[src/rtl/match_defs.sv]
// Shared constants for the match monitor and the sequence detector bench:
// state encodings and default parameter values.
package match_defs;

   typedef enum logic [1:0] {
      S_IDLE  = 2'd0,
      S_COUNT = 2'd1,
      S_ALARM = 2'd2,
      S_COOL  = 2'd3
   } state_t;

   localparam int DEF_CNT_W  = 8;
   localparam int DEF_THRESH = 3;
   localparam int DEF_HOLD   = 4;

endpackage

[src/rtl/rise_detect.sv]
// Registers the incoming level and flags its 0->1 transitions.
// The register clears on reset, so a level already high afterwards counts once.
module rise_detect (
   input  logic clk,
   input  logic reset,
   input  logic d,
   output logic rise
);

   logic ans_q;

   always_ff @(posedge clk) begin
      if (reset) ans_q <= 1'b0;
      else       ans_q <= d;
   end

   assign rise = d & ~ans_q;

endmodule

[src/rtl/match_monitor.sv]
// Turns match rises into one-cycle events, tallies them in a saturating
// counter, raises a sticky alarm at a threshold and cools down after a clear.
module match_monitor
   import match_defs::*;
#(
   parameter int CNT_W  = DEF_CNT_W,
   parameter int THRESH = DEF_THRESH,
   parameter int HOLD   = DEF_HOLD
) (
   input  logic             clk,
   input  logic             reset,
   input  logic             ans_in,
   input  logic             clr,
   output logic [CNT_W-1:0] count,
   output logic             event_pulse,
   output logic             alarm,
   output logic             cooling
);

   localparam int TW = (HOLD > 1) ? $clog2(HOLD) : 1;
   localparam logic [TW-1:0]    TLOAD = TW'(HOLD - 1);
   localparam logic [CNT_W-1:0] THR   = CNT_W'(THRESH);
   localparam logic [CNT_W-1:0] CMAX  = '1;

   state_t            state, state_n;
   logic [CNT_W-1:0]  count_n, base;
   logic [TW-1:0]     timer, timer_n;
   logic              pulse_n;
   logic              rise;

   rise_detect u_rise (
      .clk   (clk),
      .reset (reset),
      .d     (ans_in),
      .rise  (rise)
   );

   always_ff @(posedge clk) begin
      if (reset) begin
         state       <= S_IDLE;
         count       <= '0;
         timer       <= '0;
         event_pulse <= 1'b0;
      end else begin
         state       <= state_n;
         count       <= count_n;
         timer       <= timer_n;
         event_pulse <= pulse_n;
      end
   end

   always_comb begin
      state_n = state;
      count_n = count;
      timer_n = timer;
      pulse_n = 1'b0;
      base    = clr ? '0 : count;
      unique case (state)
         S_IDLE, S_COUNT: begin
            count_n = base;
            if (clr) state_n = S_IDLE;
            // A rise coinciding with a clear lands on the zeroed count
            if (rise) begin
               count_n = (base == CMAX) ? base : base + 1'b1;
               pulse_n = 1'b1;
               state_n = (count_n >= THR) ? S_ALARM : S_COUNT;
            end
         end
         S_ALARM: begin
            if (clr) begin
               count_n = '0;
               timer_n = TLOAD;
               state_n = S_COOL;
            end else if (rise) begin
               count_n = (count == CMAX) ? count : count + 1'b1;
               pulse_n = 1'b1;
            end
         end
         S_COOL: begin
            if (clr)              timer_n = TLOAD;
            else if (timer == '0) state_n = S_IDLE;
            else                  timer_n = timer - 1'b1;
         end
         default: state_n = S_IDLE;
      endcase
   end

   assign alarm   = (state == S_ALARM);
   assign cooling = (state == S_COOL);

endmodule

[config.mk]
export PLATFORM = sky130hd
export DESIGN_NAME = match_monitor
export DESIGN_NICKNAME = d
export VERILOG_FILES = /design/src/rtl/match_defs.sv /design/src/rtl/rise_detect.sv /design/src/rtl/match_monitor.sv
export SDC_FILE = /design/constraint.sdc
export NUM_CORES = 1
export LEC_CHECK = 0
export BUFFER_PORTS_ARGS = -buffer_cell sky130_fd_sc_hd__buf_4
export CAP_MARGIN = 20
export CELL_PAD_IN_SITES_DETAIL_PLACEMENT = 1
export CELL_PAD_IN_SITES_GLOBAL_PLACEMENT = 1
export CORE_MARGIN = 3
export CORE_UTILIZATION = 42
export CTS_CLUSTER_DIAMETER = 30
export DETAILED_ROUTE_END_ITERATION = 8
export HOLD_SLACK_MARGIN = 0.05
export PLACE_DENSITY = 0.85
export SYNTH_ARGS = -nofsm -noshare
export SYNTH_HDL_FRONTEND = slang
export SYNTH_HIERARCHICAL = 1
export SYNTH_SLANG_ARGS = --single-unit
[constraint.sdc]
create_clock -name clk -period 2.4 [get_ports clk]
set_input_delay 0.36 -clock clk [delete_from_list [all_inputs] [get_ports clk]]
set_output_delay 0.36 -clock clk [all_outputs]
set_load 0.02 [all_outputs]
==> impl_metrics.env, run 1 <==
export IMPL_r2r_start="count[3]$_SDFFE_PP0P_"
export IMPL_timing_fmax_mhz=505
export IMPL_hold_buffers=0
export IMPL_drc_errors=0
export IMPL_synth_edf_count=0
export IMPL_r2r_slack_ns=0.42
export IMPL_fin_crit_ns=1.98
export IMPL_synth_async_sr_flop_share=0
export IMPL_crit_fanout=14
export IMPL_synthSimpleGateAreaFrac=0.303
export IMPL_synth_nets=160
export IMPL_die_w_um=60.1
export IMPL_slew_viol_final=0
export IMPL_clock_latency_ns=0.28
export IMPL_slew_headroom=0.654
export IMPL_ys_types=55
export IMPL_ys_seq_area_frac=0.228
export IMPL_fillers=348
export IMPL_pre_cts_ws_ns=0.216
export IMPL_cts_clk_slew_worst_paths_ns=0.08
export IMPL_end_kind="flip-flop"
export IMPL_synthCells=153
export IMPL_grt_overflow_total=0
export IMPL_min_path_cells=2
export IMPL_dieArea_um2=3610
export IMPL_first_global_vias=1193
export IMPL_worstPathRequired_ns=2.60
export IMPL_hold_viol_final=0
export IMPL_fin_tns_setup_ns=0
export IMPL_synth_seq_cells=14
export IMPL_clockBufferDepth=2
export IMPL_io_buffers=14
export IMPL_routed_wl_um=3190
export IMPL_core_area_um2=2640
export IMPL_dieHeight_um=60.1
export IMPL_worstSetupStartpoint="count[3]$_SDFFE_PP0P_"
export IMPL_row_count=18
export IMPL_tightestPinTransition_ns=0.518
export IMPL_p_per_area_nw_per_um2=404
export IMPL_irDropWorstVdd_mv=0.329
export IMPL_avgSynthCellArea_um2=8.02
export IMPL_cts_resized=0
export IMPL_wl_per_cell_um=16.8
export IMPL_synthAdderAreaFrac=0.0306
export IMPL_ys_warn_count=6
export IMPL_synthMuxAreaShare=0.00917
export IMPL_finalCritPeriodShare=0.826
export IMPL_boundaryPins=15
export IMPL_r2r_cells=5
export IMPL_yosys_most_used_dff="dfxtp_1"
export IMPL_holdCritPathClass="input port to flip-flop"
export IMPL_p_leak_nw=0.485
export IMPL_grt_setup_unrepaired="false"
export IMPL_diodes=0
export IMPL_htreeDepth=1
export IMPL_grt_max_degree=26
export IMPL_grt_antenna_before_repair=0
export IMPL_avgViaCountPerCell=6.26
export IMPL_drive_above_1_share=0.188
export IMPL_initial_core_util=0.466
export IMPL_place_congestion=0.874
export IMPL_maxCapViolations=0
export IMPL_synth_top_family_by_area="compound AO/OA/AOI/OAI gates"
export IMPL_crit_path_end="state[0]$_SDFFE_PP0P_"
export IMPL_grt_pass1_wl_um=5630
export IMPL_drt_pass1_iter_count=4
export IMPL_worst_setup_path_type="flip-flop to flip-flop"
export IMPL_numCtsBuffers=3
export IMPL_syn_cell_area_um2=1230
export IMPL_ant_nets=0
export IMPL_cts_tree="yes"
export IMPL_clock_sinks=14
export IMPL_setup_violations=0
export IMPL_synth_compound_area_frac=0.318
export IMPL_ff_latch_area_um2=280
export IMPL_status="completed"
export IMPL_start_kind="flip-flop"
export IMPL_drt_iter0_drc=39
export IMPL_area_delta_synth_final_pct=7.95
export IMPL_synth_xor_xnor_area_share=0.0285
export IMPL_cp_arrival_ns=2.18
export IMPL_mostFrequentLayoutCells="nor2_1 (16), buf_4 (16), dfxtp_1 (14)"
export IMPL_via_count=1189
export IMPL_cts_root_buf="clkbuf_4"
export IMPL_post_cts_buffers=0
export IMPL_nNetsFinal=169
export IMPL_reg2reg_to="state[0]$_SDFFE_PP0P_"
export IMPL_grt_usage=0.202
export IMPL_setup_slack_ns=0.418
export IMPL_dpl_hpwl_um=2360
export IMPL_multiInputGateArea_um2=846
export IMPL_skew_ns=0.0101
==> cells in the mapped netlist (2+ instances only) <==
library cell | instances | share of area
a211oi_1 | 3 | 0.018
a21oi_1 | 12 | 0.049
a22oi_1 | 2 | 0.012
a311oi_1 | 3 | 0.021
a31oi_1 | 2 | 0.010
and3_1 | 2 | 0.010
and4_1 | 2 | 0.014
buf_2 | 3 | 0.012
buf_4 | 4 | 0.024
buf_6 | 2 | 0.018
clkbuf_1 | 2 | 0.0061
dfxtp_1 | 14 | 0.23
ha_1 | 3 | 0.031
inv_1 | 5 | 0.015
nand2_1 | 6 | 0.018
nand2b_1 | 7 | 0.036
nand3_1 | 4 | 0.016
nor2_1 | 16 | 0.049
nor2b_1 | 3 | 0.015
nor2b_4 | 2 | 0.022
nor3_1 | 6 | 0.024
nor3b_1 | 2 | 0.012
o21a_1 | 2 | 0.012
o21ai_0 | 7 | 0.029
o311ai_0 | 2 | 0.014
o31ai_1 | 4 | 0.024
o41ai_1 | 3 | 0.021
xnor2_1 | 3 | 0.021
==> cells by family after synthesis <==
| kind of cell | Yosys count |
|---|---|
| buffers and inverters | 17 |
| adders and majority gates | 3 |
| xor gates and xnor gates | 4 |
| AOI/OAI and AO/OA | 54 |
| and+or+nand+nor | 60 |
| DFF | 14 |
| muxes | 1 |
==> final cells by class <==
cell class	instances	share of cell area
inverter	5	0.0142
multi-input combinational	122	0.638
clock buffer	3	0.0170
timing repair buffer	16	0.0907
tap	30	0.0283
sequential	14	0.212
==> flip-flops by register name, indices dropped and copies added (netlist names) <==
signal        cells
timer             2
event_pulse       1
u_rise/ans_q      1
count             8
state             2
==> power breakdown <==
part / leakage [nW] / internal (mW) / switching, mW / total (mW)
registers: 0.114 / 0.245 / 0.0199 / 0.265
clock network: 0.0138 / 0.0581 / 0.0710 / 0.129
logic: 0.357 / 0.0597 / 0.0811 / 0.141
total: 0.485 / 0.363 / 0.172 / 0.535
==> metal layers <==
| layer | vias up | wire length, um | share of wire | track usage |
|---|---|---|---|---|
| li1 | 596 | - | - | - |
| met1 | 566 | 1480 | 0.46 | 0.270 |
| met2 | 21 | 1590 | 0.50 | 0.333 |
| met3 | 6 | 76 | 0.024 | 0.0194 |
| met4 | 0 | 44 | 0.014 | 0.0728 |
| met5 | - | 0 | 0 | 0 |
==> worst min-delay path by stage <==
stage / endpoint / startpoint / slack (ns)
global route: u_rise/ans_q$_SDFF_PP0_ / ans_in / 0.31
CTS: u_rise/ans_q$_SDFF_PP0_ / ans_in / 0.30
floorplan: u_rise/ans_q$_SDFF_PP0_ / reset / 0.42
global placement: timer[0]$_SDFFE_PP0P_ / timer[0]$_SDFFE_PP0P_ / 0.47
detailed placement: timer[0]$_SDFFE_PP0P_ / timer[0]$_SDFFE_PP0P_ / 0.48
finish: u_rise/ans_q$_SDFF_PP0_ / ans_in / 0.31
==> worst max-delay path, cell delays in order, from the launching register on <==
cell and delay, ns:
dfxtp_1 0.65, nand4_1 0.25, xnor2_1 0.19, o41ai_1 0.36, and4_1 0.32, o2bb2ai_1 0.13
==> metrics by stage <==
step                hold WS (ns)  instance area (um2)   util  total power, mW  std cells
finish                     0.306                 1330  0.503            0.535        190
detailed placement         0.483                 1300  0.494            0.412        187
CTS                        0.301                 1330  0.503            0.542        190
floorplan                  0.424                 1230      -            0.371        153
global placement           0.467                 1300  0.494            0.405        187
global route               0.311                 1330  0.503            0.570        190
Power figures use the tool's default switching activity.
==> inputs of run 2 (changes only) <==
--- a/config.mk
+++ b/config.mk
@@ -10,11 +10,11 @@
 export CELL_PAD_IN_SITES_DETAIL_PLACEMENT = 1
 export CELL_PAD_IN_SITES_GLOBAL_PLACEMENT = 1
 export CORE_MARGIN = 3
-export CORE_UTILIZATION = 42
+export CORE_UTILIZATION = 38
 export CTS_CLUSTER_DIAMETER = 30
 export DETAILED_ROUTE_END_ITERATION = 8
 export HOLD_SLACK_MARGIN = 0.05
-export PLACE_DENSITY = 0.85
+export PLACE_DENSITY = 0.81
 export SYNTH_ARGS = -nofsm -noshare
 export SYNTH_HDL_FRONTEND = slang
 export SYNTH_HIERARCHICAL = 1
==> constraint.sdc (replaced) <==
create_clock -name clk -period 1.7 [get_ports clk]
set_input_delay 0.255 -clock clk [delete_from_list [all_inputs] [get_ports clk]]
set_output_delay 0.255 -clock clk [all_outputs]
set_load 0.02 [all_outputs]
==> run 2 against run 1 <==
The run now ends with setup timing left. Wire length increased by 41%. Sequential cell count stayed put. Die area up 9.5%.
==> impl_metrics.env, run 2 (synthesized netlist as in run 1, its figures left out) <==
export IMPL_crit_fanout=8
export IMPL_comb_power_share=0.347
export IMPL_place_inst=232
export IMPL_area_delta_synth_final_pct=47.8
export IMPL_drt_iter0_drc=83
export IMPL_worstPathRequired_ns=1.90
export IMPL_setup_violations=6
export IMPL_grt_pass1_wl_um=7200
export IMPL_row_count=19
export IMPL_grt_setup_unrepaired="true"
export IMPL_fin_cells=242
export IMPL_via_count=1412
export IMPL_dieHeight_um=62.8
export IMPL_timing_fmax_mhz=570
export IMPL_p_leak_nw=0.707
export IMPL_p_switching_mw=0.310
export IMPL_numCtsBuffers=3
export IMPL_status="finished with violations"
export IMPL_p_seq_frac=0.412
export IMPL_boundaryPins=15
export IMPL_grt_overflow_total=0
export IMPL_setup_slack_ns=-0.0551
export IMPL_wl_per_cell_um=18.7
export IMPL_start_kind="flip-flop"
export IMPL_cts_clk_slew_worst_paths_ns=0.09
export IMPL_swShare=0.346
export IMPL_fin_crit_ns=1.76
export IMPL_p_per_area_nw_per_um2=493
export IMPL_largest_reg_flops=8
export IMPL_top_regs="count: 8 flops, state: 2 flops, timer: 2 flops"
export IMPL_dieArea_um2=3950
export IMPL_end_kind="flip-flop"
export IMPL_grt_usage=0.227
export IMPL_holdCritPathClass="input port to flip-flop"
export IMPL_maxCapViolations=0
export IMPL_clockBufferDepth=2
export IMPL_tightestPinTransition_ns=0.391
export IMPL_grt_antenna_before_repair=0
export IMPL_violations="setup timing"
export IMPL_finalCritPeriodShare=1.03
export IMPL_ant_nets=0
export IMPL_cts_tree="yes"
export IMPL_drive_above_1_share=0.495
export IMPL_avgViaCountPerCell=5.83
export IMPL_placed_cell_area_um2=1610
export IMPL_place_congestion=0.925
export IMPL_irDropWorstVdd_mv=0.502
export IMPL_io_buffers=14
export IMPL_drc_errors=0
export IMPL_cp_arrival_ns=1.95
export IMPL_initial_core_util=0.420
export IMPL_grt_max_degree=17
export IMPL_skew_ns=0.00414
export IMPL_die_w_um=62.8
export IMPL_final_cell_area_um2=1810
export IMPL_slew_viol_final=0
export IMPL_routed_wl_um=4510
export IMPL_drt_pass1_iter_count=4
export IMPL_htreeDepth=1
export IMPL_core_area_um2=2920
export IMPL_p_int_mw=0.585
export IMPL_top_register="count"
export IMPL_power_frac_clock=0.241
export IMPL_nNetsFinal=208
export IMPL_mostFrequentLayoutCells="buf_4 (54), nor2_1 (15), dfxtp_1 (11)"
export IMPL_slew_headroom=0.738
export IMPL_clock_latency_ns=0.30
export IMPL_clock_sinks=14
export IMPL_first_global_vias=1476
export IMPL_dpl_hpwl_um=3250
export IMPL_hold_viol_final=0
export IMPL_worst_setup_path_type="flip-flop to flip-flop"
export IMPL_cts_root_buf="clkbuf_4"
export IMPL_layout_commonest_cell="buf_4"
export IMPL_diodes=0
## run 2: final timing paths
| kind | from | endpoint | slack, ns | depth (start not counted) |
|---|---|---|---|---|
| setup / recovery | count[0]$_SDFFE_PP0P_ | state[0]$_SDFFE_PP0P_ | -0.06 | 8 |
| hold / removal | ans_in | u_rise/ans_q$_SDFF_PP0_ | 0.18 | 2 |
| setup reg to reg | count[0]$_SDFFE_PP0P_ | state[0]$_SDFFE_PP0P_ | -0.06 | 8 |
| hold reg to reg | timer[0]$_SDFFE_PP0P_ | timer[0]$_SDFFE_PP0P_ | 0.48 | 1 |
## run 2: cell type report
type                       instances  area (um2)
clock buffer                       4        26.3
timing repair buffer              55         417
multi-input combinational        122        1010
tap                               42        52.6
inverter                           5        18.8
fill                             343        1110
sequential                        14         289
## run 2: power groups by stage
stage          clock network (mW)  logic (mW)  registers, mW
2_1_floorplan                   0       0.150          0.386
3_3_place_gp                    0       0.260          0.373
3_5_place_dp                    0       0.276          0.374
4_1_cts                     0.218       0.284          0.367
5_1_grt                     0.249       0.337          0.372
6_report                    0.216       0.310          0.368
## run 2: critical path: stages (launching register included)
cell and delay [ns]:
dfxtp_4 0.36, nor2b_4 0.13, ha_4 0.16, nand4b_4 0.14, buf_4 0.14, nor2_2 0.03
or3b_1 0.36, and4_4 0.21, o2bb2ai_2 0.12
## run 2: layer usage
| metal | up-vias | share of wire | GRT usage |
|---|---|---|---|
| met5 | - | 0 | 0 |
| met4 | 0 | 0.019 | 0.0854 |
| met3 | 9 | 0.023 | 0.0216 |
| met2 | 28 | 0.53 | 0.425 |
| met1 | 701 | 0.43 | 0.264 |
| li1 | 674 | - | - |
## run 2: what timing repair did
item                       CTS  global route
cloned                       0             0
setup endpoints to repair    4            11
resized for setup            7            24
buffers inserted             1             5
pin swaps                    3             8
hold buffers                 0             0
## run 2: through the flow
step	setup slack, ns	power (mW)	setup TNS, ns	utilization	hold slack, ns
2_1_floorplan	-0.0480	0.536	-0.0480	-	0.317
3_3_place_gp	-0.0185	0.633	-0.0185	0.550	0.464
5_1_grt	-0.139	0.958	-0.970	0.620	0.173
6_report	-0.0551	0.894	-0.211	0.620	0.179
4_1_cts	-0.0324	0.868	-0.0783	0.572	0.185
3_5_place_dp	-0.128	0.650	-0.366	0.550	0.477
==> inputs of run 3 (changes only) <==
--- a/config.mk
+++ b/config.mk
@@ -15,6 +15,7 @@
 export DETAILED_ROUTE_END_ITERATION = 8
 export HOLD_SLACK_MARGIN = 0.05
 export PLACE_DENSITY = 0.81
+export RECOVER_POWER = 100
 export SYNTH_ARGS = -nofsm -noshare
 export SYNTH_HDL_FRONTEND = slang
 export SYNTH_HIERARCHICAL = 1
==> run 3 against run 2 <==
The run still ends with setup timing left. Sequential power hardly changed. Sequential cell count unchanged. Global-route usage unchanged.
==> impl_metrics.env, run 3 (synthesized netlist as in run 1, its figures left out) <==
export IMPL_grt_pass1_wl_um=7200
export IMPL_finalCritPeriodShare=1.05
export IMPL_multiInputGateArea_um2=1000
export IMPL_ff_latch_area_um2=289
export IMPL_violations="setup timing"
export IMPL_grt_overflow_total=0
export IMPL_setup_violations=7
export IMPL_ant_nets=0
export IMPL_nNetsFinal=208
export IMPL_boundaryPins=15
export IMPL_grt_usage=0.227
export IMPL_first_global_vias=1476
export IMPL_worstPathRequired_ns=1.89
export IMPL_irDropWorstVdd_mv=0.498
export IMPL_mostFrequentLayoutCells="buf_4 (51), nor2_1 (15), dfxtp_1 (11)"
export IMPL_drc_errors=0
export IMPL_hold_slack_ns=0.174
export IMPL_dieArea_um2=3950
export IMPL_timing_fmax_mhz=561
export IMPL_clock_sinks=14
export IMPL_top_register="count"
export IMPL_place_inst=232
export IMPL_crit_fanout=4
export IMPL_largest_reg_flops=8
export IMPL_maxCapViolations=0
export IMPL_hold_viol_final=0
export IMPL_drive_above_1_share=0.475
export IMPL_skew_ns=0.00422
export IMPL_htreeDepth=1
export IMPL_drt_iter0_drc=84
export IMPL_core_area_um2=2920
export IMPL_crit_chain="nor2b_1 -> inv_1 -> or4_1 -> a21oi_2 -> o22a_1 -> nor3_2"
export IMPL_fillers=345
export IMPL_layout_commonest_cell="buf_4"
export IMPL_clockBufferDepth=2
export IMPL_via_count=1416
export IMPL_avgViaCountPerCell=5.85
export IMPL_dpl_hpwl_um=3250
export IMPL_row_count=19
export IMPL_diodes=0
export IMPL_initial_core_util=0.420
export IMPL_tightestPinTransition_ns=0.391
export IMPL_io_buffers=14
export IMPL_drt_pass1_iter_count=4
export IMPL_cts_clk_slew_worst_paths_ns=0.09
export IMPL_max_stage_delay_ns=0.54
export IMPL_fin_cells=242
export IMPL_wl_per_cell_um=18.8
export IMPL_status="finished with violations"
export IMPL_grtUsageMet2=0.425
export IMPL_numCtsBuffers=3
export IMPL_grtUsageMet1=0.264
export IMPL_start_kind="flip-flop"
export IMPL_p_leak_nw=0.689
export IMPL_cp_arrival_ns=1.97
export IMPL_fin_crit_ns=1.78
export IMPL_grt_antenna_before_repair=0
export IMPL_routed_wl_um=4540
export IMPL_hold_buffers=0
export IMPL_slew_headroom=0.738
export IMPL_cts_root_buf="clkbuf_4"
export IMPL_p_per_area_nw_per_um2=496
export IMPL_cts_tree="yes"
export IMPL_gr_max_usage_layer="met2"
export IMPL_met3_usage=0.0216
export IMPL_crit_slowest_cell="or4_1"
export IMPL_dieHeight_um=62.8
export IMPL_grt_setup_unrepaired="true"
export IMPL_worst_setup_path_type="flip-flop to flip-flop"
export IMPL_holdCritPathClass="input port to flip-flop"
export IMPL_grt_max_degree=17
export IMPL_top_regs="count: 8 flops, state: 2 flops, timer: 2 flops"
export IMPL_slew_viol_final=0
export IMPL_area_delta_synth_final_pct=46.3
export IMPL_place_congestion=0.925
export IMPL_clock_latency_ns=0.30
export IMPL_setup_slack_ns=-0.0830
export IMPL_die_w_um=62.8
export IMPL_end_kind="flip-flop"
-- run 3: changes by cell type in the layout (fill, tap and decap cells not counted), sizes merged --
cell    change
buf         -3
clkbuf      +3
-- run 3: repair_timing --
item | in CTS | in global routing
setup endpoints to repair | 4 | 11
setup buffers | 1 | 5
gates resized for setup | 7 | 24
pin swaps | 3 | 8
-- run 3: worst max-delay path: cells and delay by family (launching register included) --
family          cells  cell delay (ns)
buf+inv             1             0.13
simple gates        3             0.90
flops               1             0.31
compound gates      2             0.33
-- run 3: worst paths after layout --
path | cells after the start | endpoint | startpoint | slack, ns
max | 6 | count[6]$_SDFFE_PP0P_ | u_rise/ans_q$_SDFF_PP0_ | -0.08
min | 2 | u_rise/ans_q$_SDFF_PP0_ | ans_in | 0.17
max reg2reg | 6 | count[6]$_SDFFE_PP0P_ | u_rise/ans_q$_SDFF_PP0_ | -0.08
min reg2reg | 1 | timer[0]$_SDFFE_PP0P_ | timer[0]$_SDFFE_PP0P_ | 0.48
-- run 3: layer usage --
metal  vias up  routed length [um]
met1       707                1950
met3         9                 120
met2        27                2390
li1        673                   -
met5         -                   0
met4         0                  85
-- run 3: layout make-up --
type                            instances  share of cell area
Sequential cell                        14               0.161
Clock buffer                            4              0.0146
Inverter                                5              0.0105
Multi-Input combinational cell        122               0.559
Timing Repair Buffer                   55               0.226
Tap cell                               42              0.0293
-- run 3: power by group --
group          leakage [nW]  switching [mW]  internal, mW
Clock                0.0150           0.125        0.0916
Sequential            0.116          0.0207         0.347
Combinational         0.558           0.164         0.142
-- run 3: stage by stage --
| step | TNS [ns] | power [mW] | area (um2) | utilization | setup slack [ns] |
|---|---|---|---|---|---|
| 5_1_grt | -1.08 | 0.954 | 1800 | 0.614 | -0.139 |
| 4_1_cts | -0.0783 | 0.868 | 1670 | 0.572 | -0.0324 |
| 6_report | -0.284 | 0.890 | 1800 | 0.614 | -0.0830 |
| 2_1_floorplan | -0.0480 | 0.536 | 1270 | - | -0.0480 |
| 3_3_place_gp | -0.0185 | 0.633 | 1610 | 0.550 | -0.0185 |
| 3_5_place_dp | -0.366 | 0.650 | 1610 | 0.550 | -0.128 |
